===== src/rtl/axis_skid2.sv =====
// rtl/axis_skid2.sv - two-entry stream skid buffer carrying data plus a last flag
//
// Ports:
//   clk, rst_n            : clock, asynchronous active-low reset
//   s_tvalid/s_tready     : write side handshake (s_tready = not full)
//   s_tdata/s_tlast       : entry written on push
//   m_tvalid/m_tready     : read side handshake (m_tvalid = not empty)
//   m_tdata/m_tlast       : head entry, held stable until popped
module axis_skid2 #(
    parameter int DATA_W = 32
) (
    input  logic              clk,
    input  logic              rst_n,
    input  logic              s_tvalid,
    output logic              s_tready,
    input  logic [DATA_W-1:0] s_tdata,
    input  logic              s_tlast,
    output logic              m_tvalid,
    input  logic              m_tready,
    output logic [DATA_W-1:0] m_tdata,
    output logic              m_tlast
);

    logic [DATA_W-1:0] mem_data [2];
    logic [1:0]        mem_last;
    logic              head;
    logic              tail;
    logic [1:0]        count;
    logic              push;
    logic              pop;

    // Ready depends only on the registered count, so there is no
    // combinational path from m_tready back to s_tready.
    assign s_tready = (count != 2'd2);
    assign m_tvalid = (count != 2'd0);
    assign m_tdata  = mem_data[head];
    assign m_tlast  = mem_last[head];

    assign push = s_tvalid && s_tready;
    assign pop  = m_tvalid && m_tready;

    always_ff @(posedge clk or negedge rst_n) begin
        if (!rst_n) begin
            // Entries are cleared so the idle outputs read as zero.
            mem_data[0] <= '0;
            mem_data[1] <= '0;
            mem_last    <= '0;
            head        <= 1'b0;
            tail        <= 1'b0;
            count       <= 2'd0;
        end else begin
            if (push) begin
                mem_data[tail] <= s_tdata;
                mem_last[tail] <= s_tlast;
                tail           <= ~tail;
            end
            if (pop) begin
                head <= ~head;
            end
            case ({push, pop})
                2'b10:   count <= count + 2'd1;
                2'b01:   count <= count - 2'd1;
                default: count <= count;
            endcase
        end
    end

endmodule


===== src/rtl/cp_remover.sv =====
// rtl/cp_remover.sv - strips the cyclic prefix from each OFDM symbol of a sample stream
//
// Ports:
//   s00_axis_aclk, s00_axis_aresetn : clock, asynchronous active-low reset
//   s00_axis_*                      : input samples, tlast closes a symbol (CP included)
//   m00_axis_*                      : body samples only, tlast on last body sample
//   sync_err                        : sticky, set when input tlast arrives early
module cp_remover #(
    parameter int C_AXIS_TDATA_WIDTH = 32,
    parameter int FFT_LEN            = 64,
    parameter int CP_LEN             = 16
) (
    input  logic                            s00_axis_aclk,
    input  logic                            s00_axis_aresetn,
    input  logic                            s00_axis_tvalid,
    output logic                            s00_axis_tready,
    input  logic [C_AXIS_TDATA_WIDTH-1:0]   s00_axis_tdata,
    input  logic [C_AXIS_TDATA_WIDTH/8-1:0] s00_axis_tstrb,
    input  logic                            s00_axis_tlast,
    output logic                            m00_axis_tvalid,
    input  logic                            m00_axis_tready,
    output logic [C_AXIS_TDATA_WIDTH-1:0]   m00_axis_tdata,
    output logic [C_AXIS_TDATA_WIDTH/8-1:0] m00_axis_tstrb,
    output logic                            m00_axis_tlast,
    output logic                            sync_err
);

    localparam logic [0:0] S_CP   = 1'b0;
    localparam logic [0:0] S_BODY = 1'b1;

    // The same counter walks both the prefix and the body, so it is sized
    // for whichever is longer in case a prefix exceeds the FFT length.
    localparam int CNT_N = (FFT_LEN > CP_LEN) ? FFT_LEN : CP_LEN;
    localparam int CNT_W = $clog2(CNT_N);

    localparam logic [CNT_W-1:0] CP_LAST   = CNT_W'(CP_LEN - 1);
    localparam logic [CNT_W-1:0] BODY_LAST = CNT_W'(FFT_LEN - 1);

    logic [0:0]       state;
    logic [CNT_W-1:0] samp_cnt;
    logic             accept;
    logic             body_last;
    logic             push;
    logic             push_last;
    logic             skid_ready;

    // Byte strobes carry no information for complex samples.
    logic unused_tstrb;
    assign unused_tstrb   = &{1'b0, s00_axis_tstrb};
    assign m00_axis_tstrb = '1;

    always_comb begin
        s00_axis_tready = (state == S_CP) ? 1'b1 : skid_ready;
        accept          = s00_axis_tvalid && s00_axis_tready;
        body_last       = (state == S_BODY) && (samp_cnt == BODY_LAST);
        push            = accept && (state == S_BODY);
        // An early tlast still closes the partial symbol downstream.
        push_last       = body_last || s00_axis_tlast;
    end

    always_ff @(posedge s00_axis_aclk or negedge s00_axis_aresetn) begin
        if (!s00_axis_aresetn) begin
            state    <= S_CP;
            samp_cnt <= '0;
            sync_err <= 1'b0;
        end else if (accept) begin
            if (body_last) begin
                // Symbol complete; a missing input tlast here is tolerated.
                state    <= S_CP;
                samp_cnt <= '0;
            end else if (s00_axis_tlast) begin
                sync_err <= 1'b1;
                state    <= S_CP;
                samp_cnt <= '0;
            end else if ((state == S_CP) && (samp_cnt == CP_LAST)) begin
                state    <= S_BODY;
                samp_cnt <= '0;
            end else begin
                samp_cnt <= samp_cnt + 1'b1;
            end
        end
    end

    axis_skid2 #(
        .DATA_W (C_AXIS_TDATA_WIDTH)
    ) u_skid (
        .clk      (s00_axis_aclk),
        .rst_n    (s00_axis_aresetn),
        .s_tvalid (push),
        .s_tready (skid_ready),
        .s_tdata  (s00_axis_tdata),
        .s_tlast  (push_last),
        .m_tvalid (m00_axis_tvalid),
        .m_tready (m00_axis_tready),
        .m_tdata  (m00_axis_tdata),
        .m_tlast  (m00_axis_tlast)
    );

endmodule


===== config.mk =====
export PLATFORM = sky130hd
export DESIGN_NAME = cp_remover
export DESIGN_NICKNAME = d
export VERILOG_FILES = /design/src/rtl/axis_skid2.sv /design/src/rtl/cp_remover.sv
export SDC_FILE = /design/constraint.sdc
export NUM_CORES = 1
export LEC_CHECK = 0
export ABC_AREA = 1
export BUFFER_PORTS_ARGS = -buffer_cell sky130_fd_sc_hd__buf_2
export CORE_MARGIN = 1
export CORE_UTILIZATION = 59
export CTS_BUF_LIST = sky130_fd_sc_hd__clkbuf_16
export CTS_CLUSTER_DIAMETER = 40
export DETAILED_ROUTE_END_ITERATION = 16
export PLACE_DENSITY_LB_ADDON = 0.05
export REMOVE_ABC_BUFFERS = 1
export SYNTH_ARGS = -nofsm -noshare
export SYNTH_HDL_FRONTEND = slang
export SYNTH_HIERARCHICAL = 1
export SYNTH_SLANG_ARGS = --single-unit

===== constraint.sdc =====
create_clock -name s00_axis_aclk -period 5.2 [get_ports s00_axis_aclk]
set_input_delay 1.04 -clock s00_axis_aclk [delete_from_list [all_inputs] [get_ports s00_axis_aclk]]
set_output_delay 1.04 -clock s00_axis_aclk [all_outputs]
set_load 0.02 [all_outputs]

== Word level (Yosys, flattened, before mapping) ==
Cells that the tools add are included.
Storage, ports and cells
  bits in registers: 78
  latch bits: 0
  bits in writable memories: 0
  bits in read-only memories: 0
  input bits: 41
  output and inout bits: 40
  logic and storage cells: 62
  memories kept: 0
Operators by class
  add/sub/neg operators: 3
  multipliers: 0
  div/mod/pow operators: 0
  magnitude comparators: 6
  eq/ne operators: 5
  shift operators: 0
  muxes and demuxes: 19
  bitwise logic cells: 6
  reduce and logical (&&, ||, !) cells: 14
Operators by type and width (count)
  $mux W32: 4
  $bwmux W64: 1
  $demux W32 S1: 1
  $mux W6: 3
  $logic_and A1 B1 Y1: 8
  $mux W1: 7
  $add A6 B1 Y6 const B: 1
  $eq A6 B4 Y1 const B: 1
  $eq A6 B6 Y1 const B: 1
  $ge A2 B2 Y1 const B: 2
  $lt A1 B2 Y1 const B: 2
  $not A1 Y1: 4
  $not A1 Y2: 2
  $pmux W2 S2: 1
  $reduce_bool A2 Y1: 2
  $reduce_and A3 Y1: 1
  $reduce_bool A3 Y1: 1
  $add A2 B1 Y2 const B: 1
  $bwmux W2: 1
  $eq A2 B1 Y1 const B: 1
  $eq A2 B2 Y1 const B: 1
  $lt A2 B1 Y1 const B: 1
  $ne A2 B2 Y1 const B: 1
  $reduce_and A2 Y1: 1
  4 further kinds: 4

== Depth between registers and ports, before layout ==
Gate-level depths: netlist of the first run.
  depth after elaboration: 7
  depth in mapped cells: 16
  mapped depth without buffers: 13

== Cells and area by module ==
Netlist of the first run, hierarchy kept.
Modules (own cells, without submodules)
  axis_skid2: times used 1, cells an instance 428, area an instance 3379.5 um2, sequential area each 1751.7 um2
  cp_remover: times used 1, cells an instance 72, area an instance 528.0 um2, sequential area each 200.2 um2

== Worst setup path after synthesis of the first run ==
No wires, ideal clock.
  path kind: input to register
  from: in s00_axis_tvalid
  to: reg u_skid.count[1]
  library setup time: 0.117 ns
  arrival: 2.246 ns
  data required time: 5.083 ns
  setup slack: 2.837 ns
  stages on the path: 12
  buffers on the path: 2
  cell sequence: inv_1 > a21oi_4 > nand2_1 > inv_1 > buf_4 > buf_4 > nand2_1 > ha_1 > inv_1 > nand3_1 > nand2_1 > nand2_1
On the way
  cells in the longest elaborated chain, start to end: 5
  elaborated cells between the ends (all ways): 7
  classes of those cells: eq/ne (2); mux (1); reduce/logical (4)
Ends and longest elaborated chain
  start, declared: RTL line cp_remover.sv:15  | input logic s00_axis_tvalid,
  $logic_and A1 B1 Y1 (*): RTL line cp_remover.sv:54  | accept = s00_axis_tvalid && s00_axis_tready;
  $logic_and A1 B1 Y1 (*): RTL line cp_remover.sv:56  | push = accept && (state == S_BODY);
  net push: RTL line cp_remover.sv:43  | logic push;
  $logic_and A1 B1 Y1 (*): RTL line axis_skid2.sv:39  | assign push = s_tvalid && s_tready;
  $eq A2 B1 Y1 or $eq A2 B2 Y1 (tied branches): RTL line axis_skid2.sv:60  | case ({push, pop})
  $pmux W2 S2 or $reduce_bool A2 Y1 (tied branches)
  end signal, assigned: RTL line axis_skid2.sv:61  | 2'b10: count <= count + 2'd1;
  end signal, assigned: RTL line axis_skid2.sv:62  | 2'b01: count <= count - 2'd1;
  end signal, assigned: RTL line axis_skid2.sv:63  | default: count <= count;
  end, declared: RTL line axis_skid2.sv:28  | logic [1:0] count;
Mark *: on every way through the listed nets, which the timed path passes. The rest lies on a longest branch.
A chain may end at the register's enable or synchronous reset.

== Worst setup path after layout of the first run ==
  from: reg u_skid.count[0]
  to: reg u_skid.count[1]
On the way
  cells in the longest elaborated chain, start to end: 7
  elaborated cells between the ends (all ways): 13
  classes of those cells: add/sub (2); eq/ne (3); mux (2); reduce/logical (6)
Ends and longest elaborated chain
  $ne A2 B2 Y1 (*): RTL line axis_skid2.sv:34  | assign s_tready = (count != 2'd2);
  net skid_ready: RTL line cp_remover.sv:45  | logic skid_ready;
  $mux W1 (*): RTL line cp_remover.sv:53  | s00_axis_tready = (state == S_CP) ? 1'b1 : skid_ready;
  $logic_and A1 B1 Y1 (*): RTL line cp_remover.sv:54
  $logic_and A1 B1 Y1 (*): RTL line cp_remover.sv:56
  net push: RTL line cp_remover.sv:43
  $logic_and A1 B1 Y1 (*): RTL line axis_skid2.sv:39
  $eq A2 B1 Y1 or $eq A2 B2 Y1 (tied branches): RTL line axis_skid2.sv:60
  $pmux W2 S2 or $reduce_bool A2 Y1 (tied branches)
Marked as above.

==> results of run 1 <==
==> power by group through the flow <==
stage,logic [mW],clock network (mW),registers (mW)
global placement,0.286,0,0.647
detailed placement,0.287,0,0.649
floorplan,0.149,0,0.670
CTS,0.288,0.657,0.638
global route,0.314,0.676,0.640
finish,0.285,0.643,0.638
==> synth_stat cells <==
cell,instances,area share [%]
nor2_2,3,0.48
nand3_2,2,0.51
clkinv_1,1,0.096
xnor2_1,2,0.45
conb_1,1,0.096
a21oi_2,1,0.22
o21ai_1,2,0.26
nand3_1,6,0.77
inv_1,14,1.3
nand2_4,1,0.29
buf_2,16,2.0
inv_2,3,0.29
nand3_4,1,0.45
nand2_1,263,25
nand2_2,2,0.32
buf_4,12,2.3
dfrtp_1,78,50
a31o_2,1,0.22
xor2_1,1,0.22
buf_6,3,0.86
ha_1,2,0.64
clkbuf_1,8,0.77
nand4_1,69,11
nor2_1,7,0.67
a21oi_4,1,0.42
==> worst max-delay path: stages, from the launching register on <==
cell,delay (ns)
dfrtp_1,0.39
inv_2,0.07
nand2_4,0.52
inv_1,0.20
a21oi_4,0.29
nand2_1,0.10
inv_2,0.35
buf_4,0.50
nand2_1,0.15
ha_1,0.36
inv_1,0.09
nand3_1,0.07
nand2_1,0.06
nand2_1,0.05
==> how the worst min path moves through the flow <==
stage / slack [ns] / from / to
after floorplan: 0.44 / u_skid/mem_data[19] / u_skid/mem_data[19]
after global placement: 0.45 / u_skid/mem_data[23] / u_skid/mem_data[23]
after detailed placement: 0.46 / u_skid/mem_data[27] / u_skid/mem_data[27]
after CTS: 0.47 / u_skid/mem_data[12] / u_skid/mem_data[12]
after global routing: 0.49 / u_skid/mem_data[36] / u_skid/mem_data[36]
final: 0.47 / u_skid/mem_data[21] / u_skid/mem_data[21]
==> layout make-up <==
type                       instances  area, um^2  share of cell area (%)
inverter                          18        67.6                    1.51
clock buffer                       9         225                    5.04
sequential                        78        1950                    43.7
multi-input combinational        368        1670                    37.3
clock inverter                     6        78.8                    1.76
tap                               77        96.3                    2.16
timing repair buffer              75         385                    8.62
==> state kept, by name, indices dropped and copies added (netlist names) <==
name	flops
u_skid/mem_data	64
u_skid/count	2
state	1
u_skid/head	1
sync_err	1
u_skid/tail	1
samp_cnt	6
u_skid/mem_last	2
==> cell families after synthesis <==
kind of cell / Yosys count / share of synthesized area (%)
AO/OA/AOI/OAI: 5 / 1.12
XOR/XNOR: 3 / 0.673
adder cells (fa/ha/maj): 2 / 0.640
buffers and inverters: 57 / 7.72
flip-flops: 78 / 50.0
other: 1 / 0.0960
AND/OR/NAND/NOR: 354 / 39.8
==> per-layer routing <==
metal / vias to the layer above / track usage [%] / part of all wire, %
met2: 106 / 45.3 / 49
met5: - / 0 / 0
met4: 0 / 12.7 / 1.6
met1: 1638 / 36.5 / 44
li1: 1711 / - / -
met3: 14 / 4.67 / 5.9
==> metrics by stage <==
stage	instance area [um^2]	utilization, %	worst slack (ns)	hold slack (ns)
after floorplan	3680	-	1.76	0.442
after global placement	4170	65.2	1.94	0.453
after detailed placement	4170	65.2	1.85	0.458
after CTS	4470	70.0	1.85	0.472
after global routing	4470	70.0	1.59	0.491
final	4470	70.0	1.84	0.469
==> results.md, run 1 <==
- Status: finished, final reports clean
- Worst setup path category: reg -> reg
- Req. time, crit path: 5.42 ns
- IO Port Bufs: 72
- Post-Syn Area: approximately 4000 um^2
- Wire per inst: 14.2 um
- Non-Filler Instances: 631
- Setup Skew: 0.00552 ns
- Fin crit share: 64.7%
- Fmax: slightly below 300 MHz
- CTS Hold Bufs: 0
- Final-report max-slew violation count: 0
- R2r endpoint: u_skid/count[1]
- Number of global-route vias before repair: 3340
- Post-route DRC: 0
- Die width: about 83 um
- Core area: 6390 um^2
- Clock Sinks: 78
- CP Max Fanout: 70
- H-tree depth: 3
- Post-CTS setup buffers: 0
- DR iter-0 viols: 251
- Leak Pwr: 2.65 nW
- Layout cell share with drive strength beyond 1: 19.0%
- Clk root buf: clkbuf_16
- Net Sw Frac: 30.3%
- Post_cts resized: 0
- Startpoint Class: flop
- Most frequent cells in the layout: 263 x nand2_1, 78 x dfrtp_1, 71 x buf_2
- Hold Vio Cnt, Final: 0
- Critical Path End Type: flop
- Total Routing Usage GR: 27.8%
- RSZ-0062 raised after global routing: false
- Commonest non-fill, non-tap cell in the layout: nand2_1
- Starting Density: around 61%
- Setup violators final: 0
- Clock Path Buffers: 2
- Final Power: 1.57 mW
- First-pass GRT wire length: 15400 um
- Reg clk slew, reported paths: approximately 0.060 ns
- # diodes: 0
- Crit path capture: u_skid/count[1]
- Logic pwr share: 18.2%
- Initial antenna violation count: 0
- HPWL after DPL: 4950 um
- Depth of the worst register-to-register path: 13
- Vias: between 3k and 4k
- Power Density: 351 nW/um^2
- CTS tree: done
- Inserted Clock Buffers: 9
- Syn-to-layout area delta: 14.4%
- Syn Area/Cell: roughly 7.8 um^2
- HP Class: reg -> reg
- Tightest Pin Transition: 1.10 ns
- Syn Inst Count: 500
- Distinct cell type count after synthesis: 25
- Synth Warn #: 6
- Rel. slew slack: about a quarter
- TritonRoute pass-1 iters: 4
- Placed insts: about 620
- Vias per std cell: 5.50
- VDD IR max: 0.440 mV
- Crit path launch: u_skid/count[0]
- Number of synthesized register bits: 78
- Pin count of the biggest net entering global routing: 79
- Critical R2R Launch: u_skid/count[0]
- Max-Cap Viols: 0
- Register area share after synthesis: 50.0%
- Internal power: between 1 and 1.5 mW
- Post-route ant nets: 0
- Site row count: 29
- Die area: 6950 um^2
- Clk pwr share: 41.1%
- Clock Latency Late Sink: 0.33 ns
- Die Ht: 83.4 um
- Reg power frac: 40.7%
- Worst EP arrival: 3.58 ns
- Hold path cells: 2
- Final Net Count: 593
- Fillcell total: 549
- Switching power total: about 470 uW
- I/O Pins: 81
- Final TNS setup: 0 ns
- GPL Wtd Cong: 0.850
- Period minus WS final: around 3.4 ns
- Final wirelength: 8960 um
- Gr ovfl total: 0
- Reg2Reg Setup Slack: 1.84 ns
Power figures use the tool's default switching activity.
==> run 2, diff against run 1 <==
CORE_UTILIZATION = 49   (was 59)
clock period = 2.73 ns   (was 5.2 ns; I/O delays follow)
==> run 2 against run 1 <==
Compared with the run above:
- fmax increased by 53%
- via count is 0.52% lower
- final cell count increased by 5.1%
- wire length increased by 5.5%
- setup slack lost 1.3 ns
==> results.md, run 2 (synthesis results as in run 1) <==
- Wire per inst: 14.3 um (+0.40%)
- Gr ovfl total: 0 (unchanged)
- Clock Latency Late Sink: 0.32 ns (about the same)
- Logic pwr share: 19.7% (+1.5 points)
- Switching power total: 944 uW (+99%)
- Die Ht: 91.3 um (+9.5%)
- WHS: 0.374 ns (-0.0943 ns)
- Layout cell share with drive strength beyond 1: 20.0% (+1.0 points)
- Vias: 3451 (-0.52%)
- Initial antenna violation count: 1 (+1)
- Pin count of the biggest net entering global routing: 79 (unchanged)
- R2r endpoint: u_skid/mem_data[24]
- Number of global-route vias before repair: 3202 (-4.1%)
- Die area: 8340 um^2 (+20%)
- Req. time, crit path: 2.94 ns (-2.48 ns)
- IO Port Bufs: 72 (unchanged)
- HP Class: in -> async
- Rel. slew slack: 33.9% (+7.9 points)
- Post-route DRC: 0 (unchanged)
- Net Sw Frac: 31.9% (+1.7 points)
- Inserted Clock Buffers: 9 (unchanged)
- Period minus WS final: 2.19 ns (-1.17 ns)
- # diodes: 0 (unchanged)
- Setup violators final: 0 (unchanged)
- Crit-path cells: inv_2 > nand2_4 > inv_1 > a21oi_4 > nand2_1 > inv_2 > nand3_2 > buf_4 > nand2_1 > nand2_1
- Final Net Count: 599 (+1.0%)
- Site row count: 32 (+10%)
- Critical R2R Launch: u_skid/count[0]
- Startpoint Class: flop
- Most frequent cells in the layout: 263 x nand2_1, 78 x dfrtp_1, 71 x buf_2
- Internal power: 2.01 mW (+84%)
- Hold Vio Cnt, Final: 0 (unchanged)
- Depth of the worst register-to-register path: 10 (-3)
- RSZ-0062 raised after global routing: false
- Critical-path top delay cell: dfrtp_1
- Max-Cap Viols: 0 (unchanged)
- Syn-to-layout area delta: 16.0%
- Post_cts resized: 0 (unchanged)
- Most flop-heavy register: u_skid/mem_data
- Post-route ant nets: 0 (unchanged)
- Reg power frac: 41.1% (+0.4 points)
- Status: finished, final reports clean
- TritonRoute pass-1 iters: 4 (unchanged)
- Flip-flop count of the largest register after layout: 64 (unchanged)
- Post-DP Area: 4240 um^2 (+1.8%)
- DR iter-0 viols: 214 (-15%)
- Fin crit share: 80.3% (+16 points)
- Core area: 7730 um^2 (+21%)
- HPWL after DPL: 5510 um (+11%)
- I/O Pins: 81 (unchanged)
- Worst EP arrival: 2.40 ns (-1.18 ns)
- Largest regs: u_skid/mem_data x64, samp_cnt x6
- VDD IR max: 0.850 mV (+93%)
- Final-report max-slew violation count: 0 (unchanged)
- WP buf/inv: 4 (-1)
- Max incr delay on CP: 0.39 ns (-0.13 ns)
- CP Max Fanout: 26 (-63%)
- Fillcell total: 759 (+38%)
- Critical Path End Type: flop
- CTS Hold Bufs: 0 (unchanged)
- Reg clk slew, reported paths: 0.06 ns (about the same)
- Family with the most delay on the worst path: buffers and inverters
- Total Routing Usage GR: 24.0% (-3.7 points)
- Clock Sinks: 78 (unchanged)
- Starting Density: 50.6% (-11 points)
- Fmax: 456 MHz (+53%)
- Tightest Pin Transition: 0.992 ns (-0.112 ns)
- First-pass GRT wire length: 15700 um (+2.0%)
- Power Density: 652 nW/um^2 (+86%)
- Clk root buf: clkbuf_16
- Vias per std cell: 5.21 (-5.3%)
- Leak Pwr: 2.67 nW (+0.55%)
- CTS tree: done
- Commonest non-fill, non-tap cell in the layout: nand2_1
- Top cell by count, worst path: nand2_1
- Clk pwr share: 39.2% (-1.9 points)
- Clock Path Buffers: 2 (unchanged)
- H-tree depth: 3 (unchanged)
- Worst setup path category: reg -> reg
- Setup Skew: 0.00543 ns (-0.0000926 ns)
- Post-CTS setup buffers: 0 (unchanged)
- Reg2Reg Setup Slack: 0.54 ns (-1.30 ns)
- Post-route cell area: 4530 um^2 (+1.4%)
- Die width: 91.3 um (+9.5%)
- GPL Wtd Cong: 0.856 (+0.65%)
- Final wirelength: 9450 um (+5.5%)
run 2: metrics by stage:
step / TNS, ns / cells / setup slack, ns / util, % / power, mW
2_1_floorplan: -34.41 / 464 / -0.645 / - / 1.56
3_3_place_gp: 0 / 647 / 0.483 / 54.9 / 1.81
3_5_place_dp: 0 / 647 / 0.452 / 54.9 / 1.82
4_1_cts: 0 / 663 / 0.540 / 58.7 / 2.98
5_1_grt: 0 / 663 / 0.338 / 58.7 / 3.09
6_report: 0 / 663 / 0.538 / 58.7 / 2.96
run 2: per-layer routing:
layer / part of all wire [%] / vias up / global-route usage, %
li1: - / 1722 / -
met1: 48 / 1644 / 33.9
met2: 47 / 75 / 38.1
met3: 4.4 / 10 / 4.02
met4: 0.99 / 0 / 7.41
met5: 0 / - / 0
run 2: cell type report:
cell class	instances	area [um^2]	share of cell area, %
clock buffer	9	225	4.97
clock inverter	7	65.1	1.44
inverter	18	67.6	1.49
multi-input combinational	368	1670	36.7
sequential	78	1950	43.1
tap	102	128	2.82
timing repair buffer	81	430	9.49
run 2: worst max path at each step:
stage | startpoint | depth (start not counted) | slack (ns) | end
6_report | u_skid/count[0] | 10 | 0.54 | u_skid/mem_data[24]
5_1_grt | u_skid/count[0] | 12 | 0.34 | u_skid/count[1]
4_1_cts | u_skid/count[0] | 10 | 0.54 | u_skid/mem_data[24]
3_5_place_dp | s00_axis_tvalid | 9 | 0.45 | u_skid/mem_data[10]
3_3_place_gp | s00_axis_tvalid | 9 | 0.48 | u_skid/mem_data[14]
2_1_floorplan | u_skid/count[0] | 9 | -0.64 | u_skid/mem_data[0]
run 2: power groups by stage:
| stage | Clock [mW] | Sequential (mW) | Combinational [mW] |
|---|---|---|---|
| after floorplan | 0 | 1.28 | 0.284 |
| after global placement | 0 | 1.23 | 0.580 |
| after detailed placement | 0 | 1.23 | 0.589 |
| after CTS | 1.18 | 1.21 | 0.592 |
| after global routing | 1.24 | 1.22 | 0.639 |
| final | 1.16 | 1.21 | 0.584 |
run 2: worst register-to-register path: stages, from the launching register on:
cell     delay [ns]
dfrtp_1        0.39
inv_2          0.08
nand2_4        0.05
inv_1          0.07
a21oi_4        0.25
nand2_1        0.10
inv_2          0.33
nand3_2        0.29
buf_4          0.34
nand2_1        0.11
nand2_1        0.05
